[config.mk]
export PLATFORM = sky130hd
export DESIGN_NAME = matrix_window_ctrl
export DESIGN_NICKNAME = d
export VERILOG_FILES = /design/src/rtl/matrix_window_ctrl.sv
export SDC_FILE = /design/constraint.sdc
export NUM_CORES = 1
export LEC_CHECK = 0
export ABC_CLOCK_PERIOD_IN_PS = 5700
export CORE_MARGIN = 2
export CORE_UTILIZATION = 45
export CTS_CLUSTER_DIAMETER = 120
export DETAILED_ROUTE_END_ITERATION = 7
export DONT_BUFFER_PORTS = 1
export GPL_TIMING_DRIVEN = 0
export PLACE_DENSITY_LB_ADDON = 0.25
export SYNTH_ARGS = -nofsm -noshare
export SYNTH_HDL_FRONTEND = slang
export SYNTH_SLANG_ARGS = --single-unit
[constraint.sdc]
create_clock -name sys_clk -period 5.7 [get_ports sys_clk]
set_input_delay 0.285 -clock sys_clk [delete_from_list [all_inputs] [get_ports sys_clk]]
set_output_delay 0.285 -clock sys_clk [all_outputs]
set_load 0.02 [all_outputs]
[src/rtl/matrix_window_ctrl.sv]
// matrix_window_ctrl: sequencer for a 3x3 window generator on a pixel stream.
// It tracks the position of each accepted pixel, drives a rotating 3-line
// buffer and flags pixels whose 3x3 neighbourhood is fully populated.
module matrix_window_ctrl #(
    parameter int IMG_W = 640,
    parameter int IMG_H = 480,
    parameter int CNT_W = 10
) (
    input  logic             sys_clk,
    input  logic             sys_rst_n,
    input  logic             frame_start,
    input  logic             wr_en,
    output logic             lb_wr_en,
    output logic [1:0]       lb_wr_sel,
    output logic [CNT_W-1:0] lb_addr,
    output logic             lb_rd_en,
    output logic             win_valid,
    output logic [CNT_W-1:0] col_cnt,
    output logic [CNT_W-1:0] row_cnt,
    output logic             frame_done,
    output logic             frame_abort,
    output logic             busy
);

    typedef enum logic [1:0] {IDLE, FILL, RUN, DONE} state_t;

    localparam logic [CNT_W-1:0] LAST_COL = CNT_W'(IMG_W - 1);
    localparam logic [CNT_W-1:0] LAST_ROW = CNT_W'(IMG_H - 1);
    localparam logic [CNT_W-1:0] ONE      = CNT_W'(1);
    localparam logic [CNT_W-1:0] TWO      = CNT_W'(2);

    state_t           state_q, state_d;
    logic [CNT_W-1:0] col_q, col_d;
    logic [CNT_W-1:0] row_q, row_d;
    logic [1:0]       sel_q, sel_d;

    logic             lb_wr_en_q, lb_wr_en_d;
    logic [1:0]       lb_wr_sel_q, lb_wr_sel_d;
    logic [CNT_W-1:0] lb_addr_q, lb_addr_d;
    logic             lb_rd_en_q, lb_rd_en_d;
    logic             win_valid_q, win_valid_d;
    logic [CNT_W-1:0] col_cnt_q, col_cnt_d;
    logic [CNT_W-1:0] row_cnt_q, row_cnt_d;
    logic             frame_done_q, frame_done_d;
    logic             frame_abort_q, frame_abort_d;
    logic             accept;

    // Next-state, position counters and registered strobes for the accepted pixel
    always_comb begin
        state_d       = state_q;
        col_d         = col_q;
        row_d         = row_q;
        sel_d         = sel_q;
        lb_wr_en_d    = 1'b0;
        lb_wr_sel_d   = lb_wr_sel_q;
        lb_addr_d     = lb_addr_q;
        lb_rd_en_d    = 1'b0;
        win_valid_d   = 1'b0;
        col_cnt_d     = col_cnt_q;
        row_cnt_d     = row_cnt_q;
        frame_done_d  = (state_q == DONE);
        frame_abort_d = 1'b0;
        accept        = wr_en && !frame_start && ((state_q == FILL) || (state_q == RUN));

        case (state_q)
            IDLE: begin
                if (frame_start) begin
                    state_d = FILL;
                    col_d   = '0;
                    row_d   = '0;
                    sel_d   = 2'd0;
                end
            end
            FILL, RUN: begin
                if (frame_start) begin
                    state_d       = FILL;
                    frame_abort_d = 1'b1;
                    col_d         = '0;
                    row_d         = '0;
                    sel_d         = 2'd0;
                end else if (accept) begin
                    if (col_q == LAST_COL) begin
                        col_d = '0;
                        if (row_q == LAST_ROW) begin
                            row_d   = '0;
                            sel_d   = 2'd0;
                            state_d = DONE;
                        end else begin
                            row_d = row_q + ONE;
                            sel_d = (sel_q == 2'd2) ? 2'd0 : sel_q + 2'd1;
                            if ((state_q == FILL) && (row_q == ONE)) begin
                                state_d = RUN;
                            end
                        end
                    end else begin
                        col_d = col_q + ONE;
                    end
                end
            end
            DONE: begin
                state_d = frame_start ? FILL : IDLE;
                col_d   = '0;
                row_d   = '0;
                sel_d   = 2'd0;
            end
            default: state_d = IDLE;
        endcase

        if (accept) begin
            lb_wr_en_d  = 1'b1;
            lb_wr_sel_d = sel_q;
            lb_addr_d   = col_q;
            lb_rd_en_d  = (row_q >= ONE);
            win_valid_d = (row_q >= TWO) && (col_q >= TWO);
            col_cnt_d   = col_q;
            row_cnt_d   = row_q;
        end
    end

    // State and output registers with synchronous active-low reset
    always_ff @(posedge sys_clk) begin
        if (!sys_rst_n) begin
            state_q       <= IDLE;
            col_q         <= '0;
            row_q         <= '0;
            sel_q         <= 2'd0;
            lb_wr_en_q    <= 1'b0;
            lb_wr_sel_q   <= 2'd0;
            lb_addr_q     <= '0;
            lb_rd_en_q    <= 1'b0;
            win_valid_q   <= 1'b0;
            col_cnt_q     <= '0;
            row_cnt_q     <= '0;
            frame_done_q  <= 1'b0;
            frame_abort_q <= 1'b0;
        end else begin
            state_q       <= state_d;
            col_q         <= col_d;
            row_q         <= row_d;
            sel_q         <= sel_d;
            lb_wr_en_q    <= lb_wr_en_d;
            lb_wr_sel_q   <= lb_wr_sel_d;
            lb_addr_q     <= lb_addr_d;
            lb_rd_en_q    <= lb_rd_en_d;
            win_valid_q   <= win_valid_d;
            col_cnt_q     <= col_cnt_d;
            row_cnt_q     <= row_cnt_d;
            frame_done_q  <= frame_done_d;
            frame_abort_q <= frame_abort_d;
        end
    end

    assign lb_wr_en    = lb_wr_en_q;
    assign lb_wr_sel   = lb_wr_sel_q;
    assign lb_addr     = lb_addr_q;
    assign lb_rd_en    = lb_rd_en_q;
    assign win_valid   = win_valid_q;
    assign col_cnt     = col_cnt_q;
    assign row_cnt     = row_cnt_q;
    assign frame_done  = frame_done_q;
    assign frame_abort = frame_abort_q;
    assign busy        = (state_q == FILL) || (state_q == RUN);

endmodule
# Word level (Yosys, flattened, before mapping)
# Index checks and enable logic that the tools add are counted.
# classes
n_addsub	3
multipliers	0
n_div	0
n_lt_le_gt_ge	3
n_eq_ne	11
shifts	0
n_mux	27
n_bitwise	0
n_reduce_logical	13
# ops
op	n
10-bit two-way mux	8
10-bit one-hot mux with 3 select lines	2
2-bit two-way mux	12
10-bit by 1-bit adder with 10-bit output, second input constant	2
10-bit by 2-bit >= comparator with 1-bit output, second input constant	2
2-bit one-hot mux with 3 select lines	2
10-bit by 1-bit == test with 1-bit output, second input constant	1
10-bit == test, second input constant	1
10-bit by 9-bit == test with 1-bit output, second input constant	1
10-bit by 1-bit >= comparator with 1-bit output, second input constant	1
2-bit == test, second input constant	3
3-bit != test, second input constant	2
2-bit AND reduction	3
1-bit logical AND	4
4-bit != test, second input constant	1
4-bit AND reduction	1
1-bit two-way mux	3
3-bit AND reduction	1
2-bit by 1-bit adder with 2-bit output, second input constant	1
2-bit by 1-bit == test with 1-bit output, second input constant	1
2-bit zero test	1
2-bit != test, second input constant	1
2-bit OR reduction	1
1-bit zero test	1
1-bit logical OR	1
# totals
reg_bits	51
latchBits	0
ram_bits	0
mem_bits_ro	0
out_inout_bits	38
n_memories	0

# Longest topological paths before layout
# Gate-level depths: netlist of the first run.
# depth
depth_word	8
ltp_mapped	8

# Least setup slack after synthesis of the first run
# OpenSTA, ideal clock, no wires.
# synth_path
path_type	reg-to-reg
start	reg state_q[0]
end	reg row_q[9]
arrival_time_ns	1.999
setup_slack_ns	3.600
path_stages_with_launch	8
path_cell_list	dfxtp_1 -> inv_1 -> ha_1 -> nor2b_1 -> o21bai_1 -> buf_2 -> nand3_1 -> o41ai_1
# synth_between
elab_chain_cells	5
word_cells_on_any_way	12
classes_between	eq/ne (6); mux (1); reduce/logical (5)
# synth_rtl
item	line_no	rtl
from (decl)	32	state_t state_q, state_d;
from (signal assigned)	137	state_q <= state_d;
2-bit by 1-bit == test with 1-bit output / 2-bit == test (equally long branches)	n/a	
1-bit logical OR (*)	n/a	
net busy	22	output logic busy
1-bit logical AND (*)	63	accept = wr_en && !frame_start && ((state_q == FILL) || (state_q == RUN));
3-bit != test (no source line) (*)	n/a	
3-bit AND reduction (no source line) (*)	n/a	
to (signal assigned)	139	row_q <= row_d;
to (decl)	34	logic [CNT_W-1:0] row_q, row_d;
# The timed path passes the listed nets; every way through them passes the cells marked *.
# A chain may end at the register's enable or synchronous reset.

# Worst setup path after layout of the first run
# layout_path
start	reg state_q[0]
end	reg row_q[5]
# The elaborated chain is that of the path after synthesis.

==> results of run 1 <==
-- power by group through the flow --
| stage | logic (mW) | registers, mW | clock network (mW) |
|---|---|---|---|
| 2_1_floorplan | 0.142 | 0.398 | 0 |
| 3_3_place_gp | 0.177 | 0.404 | 0 |
| 3_5_place_dp | 0.180 | 0.404 | 0 |
| 4_1_cts | 0.182 | 0.395 | 0.297 |
| 5_1_grt | 0.205 | 0.399 | 0.311 |
| 6_report | 0.181 | 0.396 | 0.292 |
-- final cells by class --
class                      instances  area share, %
clock inverter                     2           2.30
multi-input combinational        197           46.2
inverter                           9           1.29
sequential                        51           39.1
buffer                            23           4.94
clock buffer                       6           2.78
tap                               70           3.36
-- registers in the layout (all words and copies together), names as in the netlist, 2 cells and up --
register / flops
state_q: 2
lb_wr_sel: 2
row_cnt: 10
col_q: 10
row_q: 10
col_cnt: 10
sel_q: 2
-- through the flow --
stage               cell area (um^2)  cells  total power [mW]  setup slack (ns)  hold slack, ns
floorplan                       2390    280             0.540              3.60           0.438
global placement                2480    350             0.580              3.21           0.444
detailed placement              2480    350             0.584              3.15           0.443
CTS                             2610    358             0.874              3.12           0.130
global route                    2610    358             0.915              2.90           0.121
finish                          2610    358             0.868              3.09           0.135
-- per-layer routing --
metal  share of wire (%)  wire (um)  vias to the layer above  track usage, %
met3                 5.8        299                        5            5.76
met1                  49       2520                      910            24.4
li1                    -          -                      968               -
met2                  44       2240                       55            26.8
met4                 1.1         55                        0            5.82
met5                   0          0                        -               0
-- critical path, cell delays in order (launching register included) --
cell and delay [ns]:
dfxtp_1 0.40, inv_1 0.11, ha_1 0.45, nor2b_1 0.19, o21bai_1 0.39, buf_2 0.31
nand3_1 0.32, o41ai_1 0.34
-- synthesized netlist by cell type, drive strengths merged --
cell	number
a211oi	2
a21boi	24
a21oi	3
a31oi	2
a32oi	1
a41o	1
a41oi	4
and2	5
and3	1
and4	1
buf	13
clkbuf	10
dfxtp	51
ha	11
inv	9
mux2i	1
nand2	61
nand2b	2
nand3	7
nand3b	1
nand4	5
nand4bb	1
nor2	17
nor2b	4
nor3	3
nor3b	1
nor4	3
nor4b	2
o21a	1
o21ai	12
o21bai	1
o2bb2ai	1
o31ai	6
o41ai	2
or4	3
xnor2	4
xor2	4
-- how the worst max path moves through the flow --
stage,from,end,slack [ns]
finish,state_q[0],row_q[5],3.09
global route,state_q[1],row_q[9],2.90
CTS,state_q[0],row_q[5],3.12
detailed placement,state_q[0],row_q[5],3.15
global placement,state_q[0],row_q[5],3.21
floorplan,state_q[0],row_q[9],3.60
-- logic make-up after synthesis --
kind of cell,count (synthesis),share of synthesized area [%]
compound gates,60,18.3
fa+ha+maj,11,5.76
flops,51,42.7
buf+inv,32,6.81
xor+xnor,8,2.93
mux,1,0.419
simple gates,117,23.0
-- placed cells by master, fill, tap and decap left out, types with 2 or more instances in the layout --
| master | synthesis | layout |
|---|---|---|
| nand2_1 | 60 | 60 |
| dfxtp_1 | 51 | 51 |
| a21boi_0 | 23 | 23 |
| nor2_1 | 17 | 17 |
| o21ai_0 | 12 | 12 |
| ha_1 | 11 | 11 |
| clkbuf_1 | 9 | 10 |
| buf_4 | 10 | 10 |
| inv_1 | 9 | 9 |
| nand3_1 | 6 | 6 |
| and2_1 | 5 | 5 |
| nand4_1 | 5 | 5 |
| o31ai_1 | 5 | 5 |
| clkbuf_8 | 0 | 5 |
| a41oi_1 | 4 | 4 |
| nor2b_1 | 4 | 4 |
| xnor2_1 | 4 | 4 |
| xor2_1 | 4 | 4 |
| nor4_1 | 3 | 3 |
| a21oi_1 | 3 | 3 |
| buf_2 | 3 | 3 |
| or4_1 | 3 | 3 |
| nor3_1 | 3 | 3 |
| nor4b_1 | 2 | 2 |
| o41ai_1 | 2 | 2 |
| nand2b_1 | 2 | 2 |
| a211oi_1 | 2 | 2 |
| a31oi_1 | 2 | 2 |
| bufinv_16 | 0 | 2 |
==> qor.yml, run 1 <==
drive_gt1_share_pct: 8.33
vias: 1938
r2r-end: "row_q[5]"
setup-violations-final: 0
antenna_found_initial: 0
synthCells: 280
grt_pass1_vias: 1725
fin_nets: 302
synth_area_leader_cell: "dfxtp_1"
cp_max_fo: 10
holdBufCountCts: 0
min_to: "frame_abort"
critPathRequiredTime_ns: 5.90
vdd_drop_max_mv: 0.146
ff2ff_path_depth: 7
maxSlewViolCount: 0
clock_skew_ns: 0.0117
hold_viol: 0
gp_congestion: 0.813
antennaDiodeCount: 0
seqPwrFrac_pct: 45.6
grtUsageTotal_pct: 17.9
cts_inserted_buffers: 5
p_leak_nw: 0.930
synth_nets: 295
fin_util_pct: 51.1
cts_sinks: 51
yosysWarnings: 0
ant_nets: 0
fillers: 510
arrival_ns: 2.81
clk_path_buf_depth: 2
pwr-share-clk_pct: 33.6
fp.dieH_um: 76.9
syn-cell-area_um2: 2390
fin_crit_ns: 2.61
num_io_pins: 42
timing.final.crit_share_pct: 45.8
startpoint_type: "flop"
row_count: 26
reg2reg_setup_slack_ns: 3.09
grt_pass1_wl_um: 8480
hp-start: "frame_start"
holdPathStages: 1
regArea_um2: 1020
drc_errors: 0
multi_input_area_um2: 1200
ys_seq_elements: 51
clk_pin_slew_ns: 0.09
p_sw_share_pct: 29.6
grt.overflow.total: 0
cts-htree-levels: 2
post_cts_buffers: 0
post-dp-hpwl_um: 3680
initial_core_util_pct: 46.8
ys_types: 43
syn2layout_area_growth_pct: 9.22
worst_pin_slew_ns: 0.643
seq_area_frac_synth_pct: 42.7
r2r_start: "state_q[0]"
viasPerCell: 5.41
root_buffer: "clkbuf_8"
finalSetupTns_ns: 0
wirelength_um: 5120
combPwrFrac_pct: 20.8
relSlewSlack_pct: 56.7
status: "finished, final reports clean"
coreArea_um2: 5110
hp-class: "in2reg"
cts_tree: "done"
fp.dieArea_um2: 5910
cap_viol_max_count: 0
routedWlPerCell_um: 14.3
endpoint_kind: "flop"
first_iter_violations: 126
syn_area_per_cell_um2: 8.53
grt_max_degree: 16
switching_power_mw: 0.257
path_class: "reg2reg"
post_cts_resized: 0
p_int_mw: 0.611
synth_top_area_share_pct: 42.7
rsz0062_at_grt: "false"
fmax_mhz: 383
placement.io_buffers: 0
synthTopCellsByArea: "dfxtp_1, nand2_1, a21boi_0"
clock_latency_ns: 0.30
die_w_um: 76.9
power_density_nw_per_um2: 333
first_pass_iters: 4
(Power assumes the default switching activity.)
==> run 2, diff against run 1 <==
--- a/config.mk
+++ b/config.mk
@@ -5,7 +5,8 @@
 export SDC_FILE = /design/constraint.sdc
 export NUM_CORES = 1
 export LEC_CHECK = 0
-export ABC_CLOCK_PERIOD_IN_PS = 5700
+export ABC_AREA = 1
+export ABC_CLOCK_PERIOD_IN_PS = 2410
 export CORE_MARGIN = 2
 export CORE_UTILIZATION = 45
 export CTS_CLUSTER_DIAMETER = 120
==> constraint.sdc (replaced) <==
create_clock -name sys_clk -period 2.41 [get_ports sys_clk]
set_input_delay 0.1205 -clock sys_clk [delete_from_list [all_inputs] [get_ports sys_clk]]
set_output_delay 0.1205 -clock sys_clk [all_outputs]
set_load 0.02 [all_outputs]
==> run 2 against run 1 <==
Against the previous run:
- flip-flop and latch count did not move
- critical path type unchanged
- cell count rose by 11%
- critical path depth rose by 2
- wire length rose by 6.7%
- critical endpoint is now row_cnt[9]
- clock power rose by 84%
- largest cell class unchanged
- first-iteration DRC count fell by 33%
==> qor.yml, run 2 <==
hp-start: "sys_rst_n"
post-dp-hpwl_um: 3940
drive_gt1_share_pct: 13.7
yosys.area_share.xor_xnor_pct: 1.08
clk_path_buf_depth: 2
first_pass_iters: 4
synth_top_area_share_pct: 42.0
cp_max_fo: 10
syn-cell-area_um2: 2430
fin_nets: 343
yosysMostFrequentCell: "dfxtp_1"
grt_pass1_wl_um: 8890
p_leak_nw: 1.14
root_buffer: "clkbuf_8"
muxShareOfSynthArea_pct: 0
layout_common_cells: "dfxtp_1, nor2_1, nand2_1"
clock_latency_ns: 0.30
p_sw_share_pct: 42.1
gp_congestion: 0.881
fin_util_pct: 50.8
row_count: 26
syn2layout_area_growth_pct: 8.13
clk_pin_slew_ns: 0.09
yosys.area_share.simple_pct: 23.6
drc_errors: 0
grt_busiest_layer: "met2"
power_density_nw_per_um2: 1060
path_class: "reg2reg"
routedWlPerCell_um: 13.7
critPathRequiredTime_ns: 2.61
startpoint_type: "flop"
p_int_mw: 1.62
grt.overflow.total: 0
ys_types: 38
status: "finished, final reports clean"
hold_viol: 0
post_cts_resized: 0
syn_area_per_cell_um2: 7.60
endpoint_kind: "flop"
first_iter_violations: 84
use_met2_pct: 32.4
fmax_mhz: 445
grt_max_degree: 15
seq_area_frac_synth_pct: 42.0
synthCells: 320
placement.io_buffers: 0
fin_crit_ns: 2.25
yosysWarnings: 0
antenna_found_initial: 0
timing.final.crit_share_pct: 93.3
relSlewSlack_pct: 64.9
grt_use_met1_pct: 22.8
arrival_ns: 2.44
combPwrFrac_pct: 38.3
grtUsageTotal_pct: 18.6
fp.dieH_um: 77.5
synth-edff-count: 0
vias: 2041
finalPower_mw: 2.79
cts_sinks: 51
clock_skew_ns: 0.00787
ff2ff_path_depth: 9
switching_power_mw: 1.18
cap_viol_max_count: 0
rsz0062_at_grt: "false"
ys_async_sr_fraction_pct: 0
fp.dieArea_um2: 6010
ys_top_cells_by_count: "dfxtp_1, nor2_1, nand2_1"
worst_hold_slack_ns: 0.0185
r2r_start: "state_q[0]"
synthFlopType: "dfxtp_1"
synth_top_family_by_area: "simple AND/OR/NAND/NOR gates"
finalSetupTns_ns: 0
seqPwrFrac_pct: 42.5
reg2reg_setup_slack_ns: 0.16
hp-class: "in2reg"
synth-compound-area-share_pct: 15.8
ys_seq_elements: 51
cts_tree: "done"
grt_use_met3_pct: 3.84
setup-violations-final: 0
die_w_um: 77.5
coreArea_um2: 5170
synth_area_leader_cell: "dfxtp_1"
ant_nets: 0
grt_pass1_vias: 1910
cts-htree-levels: 2
worst_pin_slew_ns: 0.526
synthAdderAreaFrac_pct: 5.66
viasPerCell: 5.12
r2r-end: "row_cnt[9]"
post_cts_buffers: 0
initial_core_util_pct: 47.0
num_io_pins: 42
final_common_cell: "dfxtp_1"
antennaDiodeCount: 0
synthTopCellsByArea: "dfxtp_1, nor2_1, nand2_1"
wirelength_um: 5460
timing.critical_path.from: "state_q[0]"
endpoint: "row_cnt[9]"
maxSlewViolCount: 0
pwr-share-clk_pct: 19.2
cts_inserted_buffers: 5
vdd_drop_max_mv: 0.518
synth_nets: 335
-- run 2: changes by cell type in the layout (fill, tap and decap cells not counted), sizes merged, moves of 4 or more --
| cell | change |
|---|---|
| inv | +32 |
| nor2 | +29 |
| o21ai | +24 |
| a21boi | -23 |
| a21oi | +20 |
| nand2 | -16 |
| nand3 | +12 |
| and2 | -5 |
| clkbuf | -5 |
| o31ai | -5 |
| nand4 | -4 |
| nor2b | -4 |
-- run 2: final cells by class --
class / count / area (um^2)
Inverter: 42 / 160
Clock buffer: 8 / 100
Multi-Input combinational cell: 208 / 1120
Buffer: 19 / 128
Fill cell: 500 / 2540
Tap cell: 70 / 87.6
Sequential cell: 51 / 1020
Timing Repair Buffer: 1 / 10.0
-- run 2: power groups by stage --
stage / clock network (mW) / registers (mW) / logic [mW]
after global placement: 0 / 1.20 / 1.06
after CTS: 0.554 / 1.19 / 1.08
after detailed placement: 0 / 1.21 / 1.07
final: 0.536 / 1.19 / 1.07
after floorplan: 0 / 1.18 / 0.872
after global routing: 0.584 / 1.21 / 1.19
-- run 2: kinds of logic (layout without fill, tap and decap cells) --
logic type,Yosys count,count (layout)
adder cells (fa/ha/maj),11,11
AND/OR/NAND/NOR,123,123
buffers and inverters,61,70
AO/OA/AOI/OAI,71,71
XOR/XNOR,3,3
flip-flops,51,51
-- run 2: repair_timing --
action / in CTS / in global routing
hold endpoints to repair: 1 / 0
hold buffers: 1 / 0
setup endpoints to repair: 0 / 0
-- run 2: metrics by stage --
| stage | instance area [um^2] | std cells | worst slack, ns |
|---|---|---|---|
| floorplan | 2430 | 320 | 0.550 |
| global placement | 2520 | 390 | 0.225 |
| detailed placement | 2520 | 390 | 0.191 |
| CTS | 2630 | 399 | 0.173 |
| global route | 2630 | 399 | 0.0863 |
| finish | 2630 | 399 | 0.163 |
-- run 2: metal layers --
metal | vias up | share of wire, %
li1 | 1046 | -
met1 | 957 | 46
met2 | 29 | 50
met3 | 9 | 2.8
met4 | 0 | 1.5
met5 | - | 0
-- run 2: worst min path at each step --
stage             endpoint  slack (ns)  cells after the start
2_1_floorplan  frame_abort        0.29                      2
3_3_place_gp   frame_abort        0.33                      2
3_5_place_dp   frame_abort        0.33                      2
4_1_cts           col_q[1]       0.009                      2
5_1_grt           col_q[1]       0.009                      2
6_report          col_q[1]        0.02                      2
-- run 2: critical path: stages (launching register included) --
cell and delay [ns]:
dfxtp_1 0.41, inv_1 0.11, ha_1 0.47, inv_1 0.11, nor2_2 0.21, inv_2 0.09
nor2_2 0.17, buf_2 0.29, buf_4 0.22, a21oi_1 0.08
==> run 3, diff against run 2 <==
--- a/config.mk
+++ b/config.mk
@@ -7,13 +7,15 @@
 export LEC_CHECK = 0
 export ABC_AREA = 1
 export ABC_CLOCK_PERIOD_IN_PS = 2410
+export CORE_ASPECT_RATIO = 1.2
 export CORE_MARGIN = 2
 export CORE_UTILIZATION = 45
 export CTS_CLUSTER_DIAMETER = 120
 export DETAILED_ROUTE_END_ITERATION = 7
 export DONT_BUFFER_PORTS = 1
 export GPL_TIMING_DRIVEN = 0
-export PLACE_DENSITY_LB_ADDON = 0.25
+export PLACE_DENSITY_LB_ADDON = 0.1
+export SKIP_CTS_REPAIR_TIMING = 1
 export SYNTH_ARGS = -nofsm -noshare
 export SYNTH_HDL_FRONTEND = slang
 export SYNTH_SLANG_ARGS = --single-unit
==> run 3 against run 2 <==
Against the previous run:
- clock skew is 0.0012 ns lower
- die area hardly changed
- combinational power hardly changed
- sequential share of layout area is 0.72 points higher
- count of clock-buffer cells in the layout is 2 lower
- sequential power hardly changed
- wire length is 2.1% higher
- critical path type unchanged
==> qor.yml, run 3 (synthesized netlist as in run 2, its figures left out) <==
status: "finished, final reports clean"
placement.io_buffers: 0
worst_pin_slew_ns: 0.491
row_count: 29
hp-class: "in2reg"
grt_pass1_wl_um: 9130
antenna_found_initial: 0
rsz0062_at_grt: "false"
clk_pin_slew_ns: 0.08
cap_viol_max_count: 0
routedWlPerCell_um: 14.4
path_class: "reg2reg"
fin_cells: 388
finalPower_mw: 2.72
vias: 2024
maxSlewViolCount: 0
clock_latency_ns: 0.30
cts-htree-levels: 2
drc_errors: 0
timing.final.crit_share_pct: 92.2
cp_max_fo: 10
first_pass_iters: 4
fin_crit_ns: 2.22
ant_nets: 0
hp-start: "frame_start"
cpPeakStageDelay_ns: 0.48
grt_max_degree: 14
fillers: 529
fp.dieH_um: 84.5
coreArea_um2: 5260
path_delay_family: "buffers and inverters"
root_buffer: "clkbuf_8"
final_common_cell: "dfxtp_1"
startpoint_type: "flop"
fin_nets: 342
fp.dieArea_um2: 6010
first_iter_violations: 119
worstPathCellList: "inv_1, ha_1, inv_1, nor2_2, inv_2, nor2_2, buf_2, buf_4, a21oi_1"
grtUsageTotal_pct: 19.3
arrival_ns: 2.41
power_density_nw_per_um2: 1060
r2r_start: "state_q[0]"
syn2layout_area_growth_pct: 6.18
grt_pass1_vias: 1913
dpl_cell_area_um2: 2510
critPathRequiredTime_ns: 2.60
endpoint_kind: "flop"
grt.overflow.total: 0
fin_area_um2: 2580
gp_congestion: 0.825
finalSetupTns_ns: 0
vdd_drop_max_mv: 0.396
hold_viol: 0
cts_sinks: 51
cts_inserted_buffers: 5
wirelength_um: 5570
num_io_pins: 42
crit_buf_inv: 5
relSlewSlack_pct: 67.3
dp_cells: 382
antennaDiodeCount: 0
critPathSlowestCell: "ha_1"
drive_gt1_share_pct: 13.2
cts_tree: "done"
fmax_mhz: 450
post-dp-hpwl_um: 4160
viasPerCell: 5.22
clk_path_buf_depth: 2
clock_skew_ns: 0.00664
layout_common_cells: "dfxtp_1, nor2_1, nand2_1"
setup-violations-final: 0
p_leak_nw: 1.12
initial_core_util_pct: 46.2
die_w_um: 71.1
timing.critical_path.from: "state_q[0]"
-- run 3: cell types whose count changed in the layout (fill, tap and decap cells not counted), sizes merged --
cell | before | now
dlygate4sd3 | 1 | 0
clkbuf | 11 | 9
-- run 3: metal layers --
metal,global-route usage (%),part of all wire [%]
met1,23.2,42
met2,34.1,51
met3,4.20,4.7
met4,6.35,1.6
met5,0,0
-- run 3: path summary, 6_finish.rpt --
kind | end | slack [ns] | depth (start not counted)
worst max-delay path | col_cnt[7] | 0.19 | 9
worst min-delay path | frame_abort | 0.02 | 2
worst max register to register | col_cnt[7] | 0.19 | 9
worst min register to register | sel_q[1] | 0.49 | 2
-- run 3: metrics by stage --
stage	hold slack, ns	util, %	worst slack (ns)
CTS	0.00564	49.1	0.185
floorplan	0.291	-	0.550
finish	0.0215	49.1	0.188
global route	0.0148	49.1	0.0276
global placement	0.326	47.7	0.239
detailed placement	0.330	47.7	0.211
-- run 3: worst register-to-register path, stage by stage (launching register included) --
cell and delay (ns):
dfxtp_1 0.39, inv_1 0.10, ha_1 0.48, inv_1 0.12, nor2_2 0.21, inv_2 0.09
nor2_2 0.15, buf_2 0.29, buf_4 0.22, a21oi_1 0.07
-- run 3: layout make-up --
class	instances	area, um^2	share of cell area (%)
buffer	19	128	4.94
clock buffer	6	72.6	2.81
inverter	42	160	6.20
multi-input combinational	208	1120	43.5
sequential	51	1020	39.6
tap	62	77.6	3.01
-- run 3: where the power goes --
part	switching [mW]	total, mW	internal, mW
Clock	0.267	0.461	0.194
Sequential	0.206	1.19	0.979
Combinational	0.703	1.08	0.374
Total	1.18	2.72	1.55
